`src/rtl/keypad_scan_unit.sv`:
```
// rtl/keypad_scan_unit.sv - 3x3 keypad column scanner with frame debounce and 7-seg key display
module keypad_scan_unit #(
    parameter logic [27:0] SCAN_MAX = 28'd49_999,
    parameter int          DEBOUNCE = 3
) (
    input  logic       CLOCK_50,
    input  logic       reset,
    input  logic [2:0] row_n,
    output logic [2:0] column_n,
    output logic [3:0] key,
    output logic       valid_key,
    output logic       key_down,
    output logic [6:0] hex,
    output logic       scan_tick
);

    logic [27:0] cnt_q, cnt_d;
    logic [2:0]  row_s1_q, row_s2_q;
    logic [1:0]  col_q, col_d;
    logic [2:0]  samp0_q, samp0_d, samp1_q, samp1_d;
    logic [3:0]  prev_q, prev_d;
    logic [3:0]  stable_q, stable_d;
    logic [3:0]  key_q, key_d;
    logic        valid_q, valid_d;
    logic        kd_q, kd_d;
    logic [6:0]  hex_q, hex_d;

    logic [8:0]  frame_hit;
    logic [3:0]  frame_key;
    logic [3:0]  stable_nxt;
    logic [3:0]  accepted;

    function automatic logic [6:0] seg_decode(input logic [3:0] v);
        case (v)
            4'd0:    seg_decode = 7'b1000000;
            4'd1:    seg_decode = 7'b1111001;
            4'd2:    seg_decode = 7'b0100100;
            4'd3:    seg_decode = 7'b0110000;
            4'd4:    seg_decode = 7'b0011001;
            4'd5:    seg_decode = 7'b0010010;
            4'd6:    seg_decode = 7'b0000010;
            4'd7:    seg_decode = 7'b1111000;
            4'd8:    seg_decode = 7'b0000000;
            4'd9:    seg_decode = 7'b0010000;
            default: seg_decode = 7'b1111111;
        endcase
    endfunction

    assign scan_tick = (cnt_q == 28'd0);
    assign column_n  = ~(3'b001 << col_q);
    assign key       = key_q;
    assign valid_key = valid_q;
    assign key_down  = kd_q;
    assign hex       = hex_q;

    // Column 2 is never stored: its sample is the live synchronized row at the frame-closing tick.
    always_comb begin
        for (int r = 0; r < 3; r++) begin
            frame_hit[r*3]     = ~samp0_q[r];
            frame_hit[r*3 + 1] = ~samp1_q[r];
            frame_hit[r*3 + 2] = ~row_s2_q[r];
        end
        frame_key = 4'hF;
        for (int i = 8; i >= 0; i--) begin
            if (frame_hit[i]) frame_key = 4'(i);
        end
        if (frame_key == prev_q) stable_nxt = (stable_q == 4'd15) ? 4'd15 : stable_q + 4'd1;
        else                     stable_nxt = 4'd1;
        accepted = valid_q ? key_q : 4'hF;
    end

    always_comb begin
        cnt_d    = (cnt_q == 28'd0) ? SCAN_MAX : cnt_q - 28'd1;
        col_d    = col_q;
        samp0_d  = samp0_q;
        samp1_d  = samp1_q;
        prev_d   = prev_q;
        stable_d = stable_q;
        key_d    = key_q;
        valid_d  = valid_q;
        kd_d     = 1'b0;
        hex_d    = hex_q;
        if (scan_tick) begin
            case (col_q)
                2'd0: begin
                    samp0_d = row_s2_q;
                    col_d   = 2'd1;
                end
                2'd1: begin
                    samp1_d = row_s2_q;
                    col_d   = 2'd2;
                end
                default: begin
                    col_d    = 2'd0;
                    prev_d   = frame_key;
                    stable_d = stable_nxt;
                    if (stable_nxt == 4'(DEBOUNCE) && frame_key != accepted) begin
                        if (frame_key != 4'hF) begin
                            key_d   = frame_key;
                            valid_d = 1'b1;
                            kd_d    = 1'b1;
                            hex_d   = seg_decode(frame_key);
                        end else begin
                            valid_d = 1'b0;
                        end
                    end
                end
            endcase
        end
    end

    always_ff @(posedge CLOCK_50 or negedge reset) begin
        if (!reset) begin
            cnt_q    <= SCAN_MAX;
            row_s1_q <= 3'b111;
            row_s2_q <= 3'b111;
            col_q    <= 2'd0;
            samp0_q  <= 3'b111;
            samp1_q  <= 3'b111;
            prev_q   <= 4'hF;
            stable_q <= 4'd0;
            key_q    <= 4'hF;
            valid_q  <= 1'b0;
            kd_q     <= 1'b0;
            hex_q    <= 7'b1111111;
        end else begin
            cnt_q    <= cnt_d;
            row_s1_q <= row_n;
            row_s2_q <= row_s1_q;
            col_q    <= col_d;
            samp0_q  <= samp0_d;
            samp1_q  <= samp1_d;
            prev_q   <= prev_d;
            stable_q <= stable_d;
            key_q    <= key_d;
            valid_q  <= valid_d;
            kd_q     <= kd_d;
            hex_q    <= hex_d;
        end
    end

endmodule

```
`config.mk`:
```
export PLATFORM = sky130hd
export DESIGN_NAME = keypad_scan_unit
export DESIGN_NICKNAME = d
export VERILOG_FILES = /design/src/rtl/keypad_scan_unit.sv
export SDC_FILE = /design/constraint.sdc
export NUM_CORES = 1
export LEC_CHECK = 0
export BUFFER_PORTS_ARGS = -buffer_cell sky130_fd_sc_hd__buf_2
export CAP_MARGIN = 20
export CORE_MARGIN = 1
export CORE_UTILIZATION = 60
export DETAILED_ROUTE_END_ITERATION = 6
export GPL_TIMING_DRIVEN = 0
export PLACE_DENSITY_LB_ADDON = 0.05
export RECOVER_POWER = 25
export SLEW_MARGIN = 20
export SYNTH_ARGS = -nofsm -noshare
export SYNTH_HDL_FRONTEND = slang
export SYNTH_SLANG_ARGS = --single-unit
```
`constraint.sdc`:
```
create_clock -name CLOCK_50 -period 3.5 [get_ports CLOCK_50]
set_input_delay 0.525 -clock CLOCK_50 [delete_from_list [all_inputs] [get_ports CLOCK_50]]
set_output_delay 0.525 -clock CLOCK_50 [all_outputs]
set_load 0.05 [all_outputs]
```
==> out/results.ini, run 1 <==
[outcome]
outcome = complete, but fails checks
violations = max-capacitance violations

[critical_path]
critPathKind = reg2reg
critical_path_arrival_ps = 3540
cp-start-kind = flop
worstPathRequired_ps = 3770
cp-end-kind = flop
worstPathMaxFanout = 10

[placed_design]
dp_hpwl_mm = 4.348
place_area_um2 = 3436
gp_congestion = 0.7911
port_buffers = 21
dp_cells = 404

[power]
p_int_uw = 1110
power.switching_uw = 294.8
combPwrFrac = 0.013
total_power_uw = 1404
clockPowerShare = 0.461
ir_drop_mv = 0.3279
p_leak_uw = 0.001650
switching_share = 0.2099
p_seq_frac = 0.526
cellPowerDensity_nw_per_um2 = 384.3

[floorplan]
die_area_um2 = 5699
initial_core_util = 0.6305
die_w_um = 75.49
core_region_area_um2 = 5140
fp-row-count = 26
die_y_um = 75.49
io_pins = 22

[detailed_routing]
ant_nets = 0
num_vias = 2371
first_iter_violations = 211
firstDrtPassIters = 4
remaining_drc_errors = 0
finalWirelength_mm = 6.251
vias_per_cell = 5.645
wl_per_cell_um = 14.88

[clock_tree]
cts_hold_buf = 0
clock-sinks = 63
cts_buffer_depth = 2
htree_levels = 3
cts_buffers = 9
clkLatencyLatePin_ps = 340
root_buffer = clkbuf_8
path_clk_slew_ps = 70
cts_tree = done

[final_layout]
fill_cells = 389
finalNonFillerCells = 420
nets = 357
multi_input_area_um2 = 1551
seqCellArea_um2 = 1622
finalInstanceArea_um2 = 3655
antenna_cells = 0
area.growth.synth_to_final_pct = 12.78
layout-drive-gt1-share = 0.2971

[logic_synthesis]
synth_flop_cell = dfstp_2
synth-edff-count = 0
synthDistinctLibCells = 57
syn-num-nets = 325
synth_cells = 313
synth_area_um2 = 3241
ys_seq_elements = 63
yosys.area.top_type_share = 0.2919
yosys.area.top_type = dfstp_2
avgSynthCellArea_um2 = 10.35
synthTopCellsByArea = dfstp_2 29%, dfrtp_1 21%, mux2_4 4.2%
yosysWarnings = 0
async_flop_share = 1.000
ys_seq_area_frac = 0.5004

[hold_path]
hp-class = in2reg

[global_route]
grt_max_degree = 64
grt_overflow = 0
grtUsageTotal = 0.2505
grt_pass1_vias = 2266
antenna_found_initial = 0
grt_pass1_wl_mm = 10.38

[timing]
fmax_mhz = 306.0
drv_slew = 0
fin_crit_ps = 3268
setup-violations-final = 0
fin_worst_skew_ps = 7.496
fin_crit_sh = 0.9336
rsz0062_at_grt = no
worst_slew_pin_slew_ps = 1499
finalHoldViolCount = 0
setup_tns_ps = 0
maxSlewHeadroom = 0.0006548

[job]
maxCapViolCount = 1

-- sequential cells by signal, summed over array words and instances (netlist names), 2 cells and up --
name,flops
cnt_q,28
hex,7
key,4
prev_q,4
stable_q,4
row_s1_q,3
row_s2_q,3
samp0_q,3
samp1_q,3
col_q,2
-- cells in the mapped netlist, drive strengths merged, types with 2 or more instances --
cell	number
nand4b	3
or4	3
xor2	11
buf	3
dfstp	36
nor3	16
a211oi	2
and2	3
mux2	18
a31oi	4
and3	2
a21o	2
nand4	4
inv	10
a21oi	8
xnor2	12
clkbuf	6
or3	5
or2	4
nor2	36
nor4b	3
nand3b	2
dfrtp	27
ha	7
o41ai	3
nor4	5
nand2	36
o21ai	12
nand2b	3
or4b	3
nand3	8
-- per-stage QoR --
step                hold slack (ps)  setup WS (ps)  utilization
finish                        279.3          232.3       0.7111
global route                  256.7          66.64       0.7111
CTS                           266.4          153.3       0.7093
detailed placement            347.2         -433.9       0.6685
global placement              345.8         -423.4       0.6680
floorplan                     229.4          184.1            -
-- power by group through the flow --
stage	clock network, uW	registers (uW)	logic (uW)
after floorplan	0	750	2.06
after CTS	660	739	19.4
after global routing	692	740	21.3
final	647	739	17.9
after global placement	0	751	18.4
after detailed placement	0	751	19.3
-- final timing paths --
check	slack (ps)	start	depth (start not counted)	to
min in group asynchronous	550	reset	1	cnt_q[19]
worst min-delay path	280	row_n[0]	1	row_s1_q[0]
worst min register to register	360	row_s1_q[2]	0	row_s2_q[2]
worst max-delay path	230	row_s2_q[2]	8	hex[1]
worst max register to register	230	row_s2_q[2]	8	hex[1]
max in group asynchronous	2050	reset	1	col_q[0]
-- per-layer routing --
metal  vias up  track usage  routed length, um
met5         -            0                  0
met2        49       0.3681               2880
met3         6      0.07672                249
li1       1174            -                  -
met1      1142       0.3529               3056
met4         0      0.08848                 64
-- cell families after synthesis --
group | Yosys count | share of synthesized area
compound gates | 43 | 0.08765
xor+xnor | 23 | 0.06216
fa+ha+maj | 7 | 0.02703
buf+inv | 20 | 0.02587
flops | 63 | 0.5004
mux | 19 | 0.07606
simple gates | 138 | 0.2209
-- what timing repair did --
item,4_1_cts,5_1_grt
buffers inserted,1,0
pin swaps,1,0
gates resized for setup,2,2
endpoints found under the setup margin,1,1
-- worst max-delay path: stages, from the launching register on --
cell and delay [ps]:
dfstp_2 550, nand2b_1 100, a21oi_1 70, o32ai_1 900, xor2_1 180, or2_2 380
or4b_4 530, buf_6 170, mux2_4 300
-- final cells by class --
class,instances,share of cell area
flip-flops and latches,63,0.4437
multi-input cells,230,0.4245
well taps,70,0.02396
inverters,11,0.01164
repair buffers,22,0.03081
clock inverters,3,0.01096
clock buffers,13,0.04382
plain buffers,8,0.01061
-- cells in the final DEF (no fill, tap or decap), types with 3 or more instances in the layout --
cell | netlist | layout
xnor2_1 | 12 | 12
ha_1 | 7 | 7
xor2_1 | 11 | 11
nand4_1 | 4 | 4
nand3_1 | 8 | 8
dfstp_2 | 36 | 36
a31oi_1 | 4 | 4
nand2b_1 | 3 | 3
dfrtp_1 | 27 | 27
nor4_1 | 3 | 3
o21ai_0 | 12 | 12
nand4b_1 | 3 | 3
inv_1 | 10 | 10
clkinv_2 | 0 | 3
nand2_1 | 36 | 36
nor3_1 | 16 | 14
or3_1 | 5 | 5
clkbuf_8 | 0 | 9
or2_2 | 3 | 3
clkbuf_1 | 6 | 9
o41ai_1 | 3 | 3
nor2_1 | 35 | 35
a21oi_1 | 8 | 8
nor4b_1 | 3 | 3
buf_2 | 1 | 21
mux2_4 | 9 | 9
mux2_2 | 9 | 9
(Power assumes the default switching activity.)
==> run 2, diff against run 1 <==
MAX_ROUTING_LAYER = met4   (was unset)
==> run 2 against run 1 <==
  * The run now ends clean
  * Worst setup slack improved by 2.2 ps
  * Largest cell class unchanged
  * Clock power about the same
  * Wire length rose by 0.66%
  * Sequential share of layout area stayed put
  * Non-clock buffer count unchanged
  * Combinational power about the same
  * Clock-buffer cell count stayed put
  * Critical path type unchanged
  * Register-to-register slack hardly changed
  * Global-route usage is 0.79 points higher
  * Design area did not move
  * Critical path depth unchanged
==> out/results.ini, run 2 (same netlist as run 1, synthesis figures left out) <==
[clock_tree]
cts_buffers = 9  ; unchanged
path_clk_slew_ps = 70  ; about the same
cts_buffer_depth = 2  ; unchanged
clock-sinks = 63  ; unchanged
cts_tree = done
clkLatencyLatePin_ps = 340  ; about the same
htree_levels = 3  ; unchanged
root_buffer = clkbuf_8

[final_layout]
largest_reg_flops = 28  ; unchanged
antenna_cells = 0  ; unchanged
seqCellArea_um2 = 1622  ; unchanged
multi_input_area_um2 = 1551  ; unchanged
layout-drive-gt1-share = 0.2971  ; unchanged
most-common-layout-cells = 36 x nand2_1, 36 x dfstp_2, 35 x nor2_1
largest-register = cnt_q
area.growth.synth_to_final_pct = 12.78  ; unchanged
finalInstanceArea_um2 = 3655  ; unchanged
fill_cells = 389  ; unchanged
nets = 357  ; unchanged

[global_route]
grt_pass1_vias = 2262  ; -0.18%
antenna_found_initial = 0  ; unchanged
grt_max_degree = 64  ; unchanged
grtUsageTotal = 0.2584  ; +0.007936
grt_overflow = 0  ; unchanged
grt_pass1_wl_mm = 10.39  ; +0.13%

[floorplan]
io_pins = 22  ; unchanged
die_y_um = 75.49  ; unchanged
core_region_area_um2 = 5140  ; unchanged
initial_core_util = 0.6305  ; unchanged
fp-row-count = 26  ; unchanged
die_area_um2 = 5699  ; unchanged
die_w_um = 75.49  ; unchanged

[critical_path]
max_stage_delay_ps = 900  ; about the same
worstSetupStartpoint = row_s2_q[2]
cp_num_buf_inv = 1  ; unchanged
worstPathRequired_ps = 3770  ; about the same
reg2reg_slack_ps = 230  ; about the same
cp-end-kind = flop
cp-start-kind = flop
rr_startpoint = row_s2_q[2]
critPathKind = reg2reg
worstPathMaxFanout = 10  ; unchanged
cp_cell_sequence = nand2b_1, a21oi_1, o32ai_1, xor2_1, or2_2, or4b_4, buf_6, mux2_4
crit_family = simple AND/OR/NAND/NOR gates
cp_slowest_cell = o32ai_1
critical_path_arrival_ps = 3540  ; about the same

[timing]
setup-violations-final = 0  ; unchanged
fin_crit_ps = 3266  ; -2.177 ps
worst_slew_pin_slew_ps = 1478  ; -21.37 ps
maxSlewHeadroom = 0.01490  ; +0.01425
fin_worst_skew_ps = 7.852  ; +0.3559 ps
fmax_mhz = 306.2  ; about the same
drv_slew = 0  ; unchanged
fin_crit_sh = 0.9330  ; about the same
finalHoldViolCount = 0  ; unchanged
setup_slack_ps = 234.4  ; +2.177 ps
rsz0062_at_grt = no
setup_tns_ps = 0  ; unchanged

[detailed_routing]
firstDrtPassIters = 4  ; unchanged
finalWirelength_mm = 6.292  ; +0.66%
remaining_drc_errors = 0  ; unchanged
num_vias = 2374  ; +0.13%
ant_nets = 0  ; unchanged
wl_per_cell_um = 14.98  ; +0.66%
vias_per_cell = 5.652  ; +0.13%
first_iter_violations = 235  ; +11%

[power]
switching_share = 0.2099  ; about the same
p_int_uw = 1110  ; about the same
ir_drop_mv = 0.3287  ; +0.23%
cellPowerDensity_nw_per_um2 = 384.3  ; about the same
clockPowerShare = 0.461  ; about the same
p_leak_uw = 0.001650  ; unchanged
power.switching_uw = 294.8  ; about the same
p_seq_frac = 0.526  ; about the same
total_power_uw = 1404  ; about the same
combPwrFrac = 0.013  ; about the same

[hold_path]
holdCritStartpoint = row_n[0]
hp-class = in2reg

[outcome]
outcome = finished, final reports clean

[placed_design]
place_area_um2 = 3436  ; unchanged
dp_slack_ps = -433.9  ; unchanged
dp_hpwl_mm = 4.348  ; unchanged
gp_congestion = 0.8023  ; +1.4%
port_buffers = 21  ; unchanged

[job]
maxCapViolCount = 0  ; -1

[run 2: per-stage QoR]
step,hold slack (ps),cells,util
after global placement,345.8,404,0.6680
after floorplan,229.4,313,-
after detailed placement,347.2,404,0.6685
after CTS,266.4,420,0.7093
final,278.3,420,0.7111
after global routing,256.7,420,0.7111
[run 2: power by group through the flow]
stage / sequential, uW / combinational (uW) / clock, uW
floorplan: 750 / 2.06 / 0
CTS: 739 / 19.4 / 660
detailed placement: 751 / 19.3 / 0
global placement: 751 / 18.4 / 0
finish: 739 / 17.7 / 647
global route: 740 / 21.3 / 692
[run 2: path summary, 6_finish.rpt]
path / end / depth (start not counted)
min in group asynchronous: cnt_q[23] / 1
max: hex[1] / 8
max in group asynchronous: col_q[0] / 1
min reg2reg: row_s2_q[2] / 0
max reg2reg: hex[1] / 8
min: row_s1_q[0] / 1
[run 2: worst reg2reg max path, stage by stage, from the launching register on]
cell	delay [ps]
dfstp_2	540
nand2b_1	100
a21oi_1	70
o32ai_1	900
xor2_1	180
or2_2	380
or4b_4	540
buf_6	170
mux2_4	310
[run 2: layer usage]
metal	track usage	vias up	wire, um
met5	-	-	0
met4	0.08848	0	105
met3	0.07672	9	259
met2	0.3681	47	2870
met1	0.3529	1146	3056
li1	-	1172	-
[run 2: cell type report]
type                       count  share of cell area
sequential                    63              0.4437
multi-input combinational    230              0.4245
clock buffer                  13             0.04382
timing repair buffer          22             0.03081
tap                           70             0.02396
inverter                      11             0.01164
clock inverter                 3             0.01096
buffer                         8             0.01061
[run 2: timing repair]
action,CTS,global route
hold buffers,0,0
setup endpoints to repair,1,1
resized for setup,2,2
buffers inserted,1,0
pin swaps,1,0
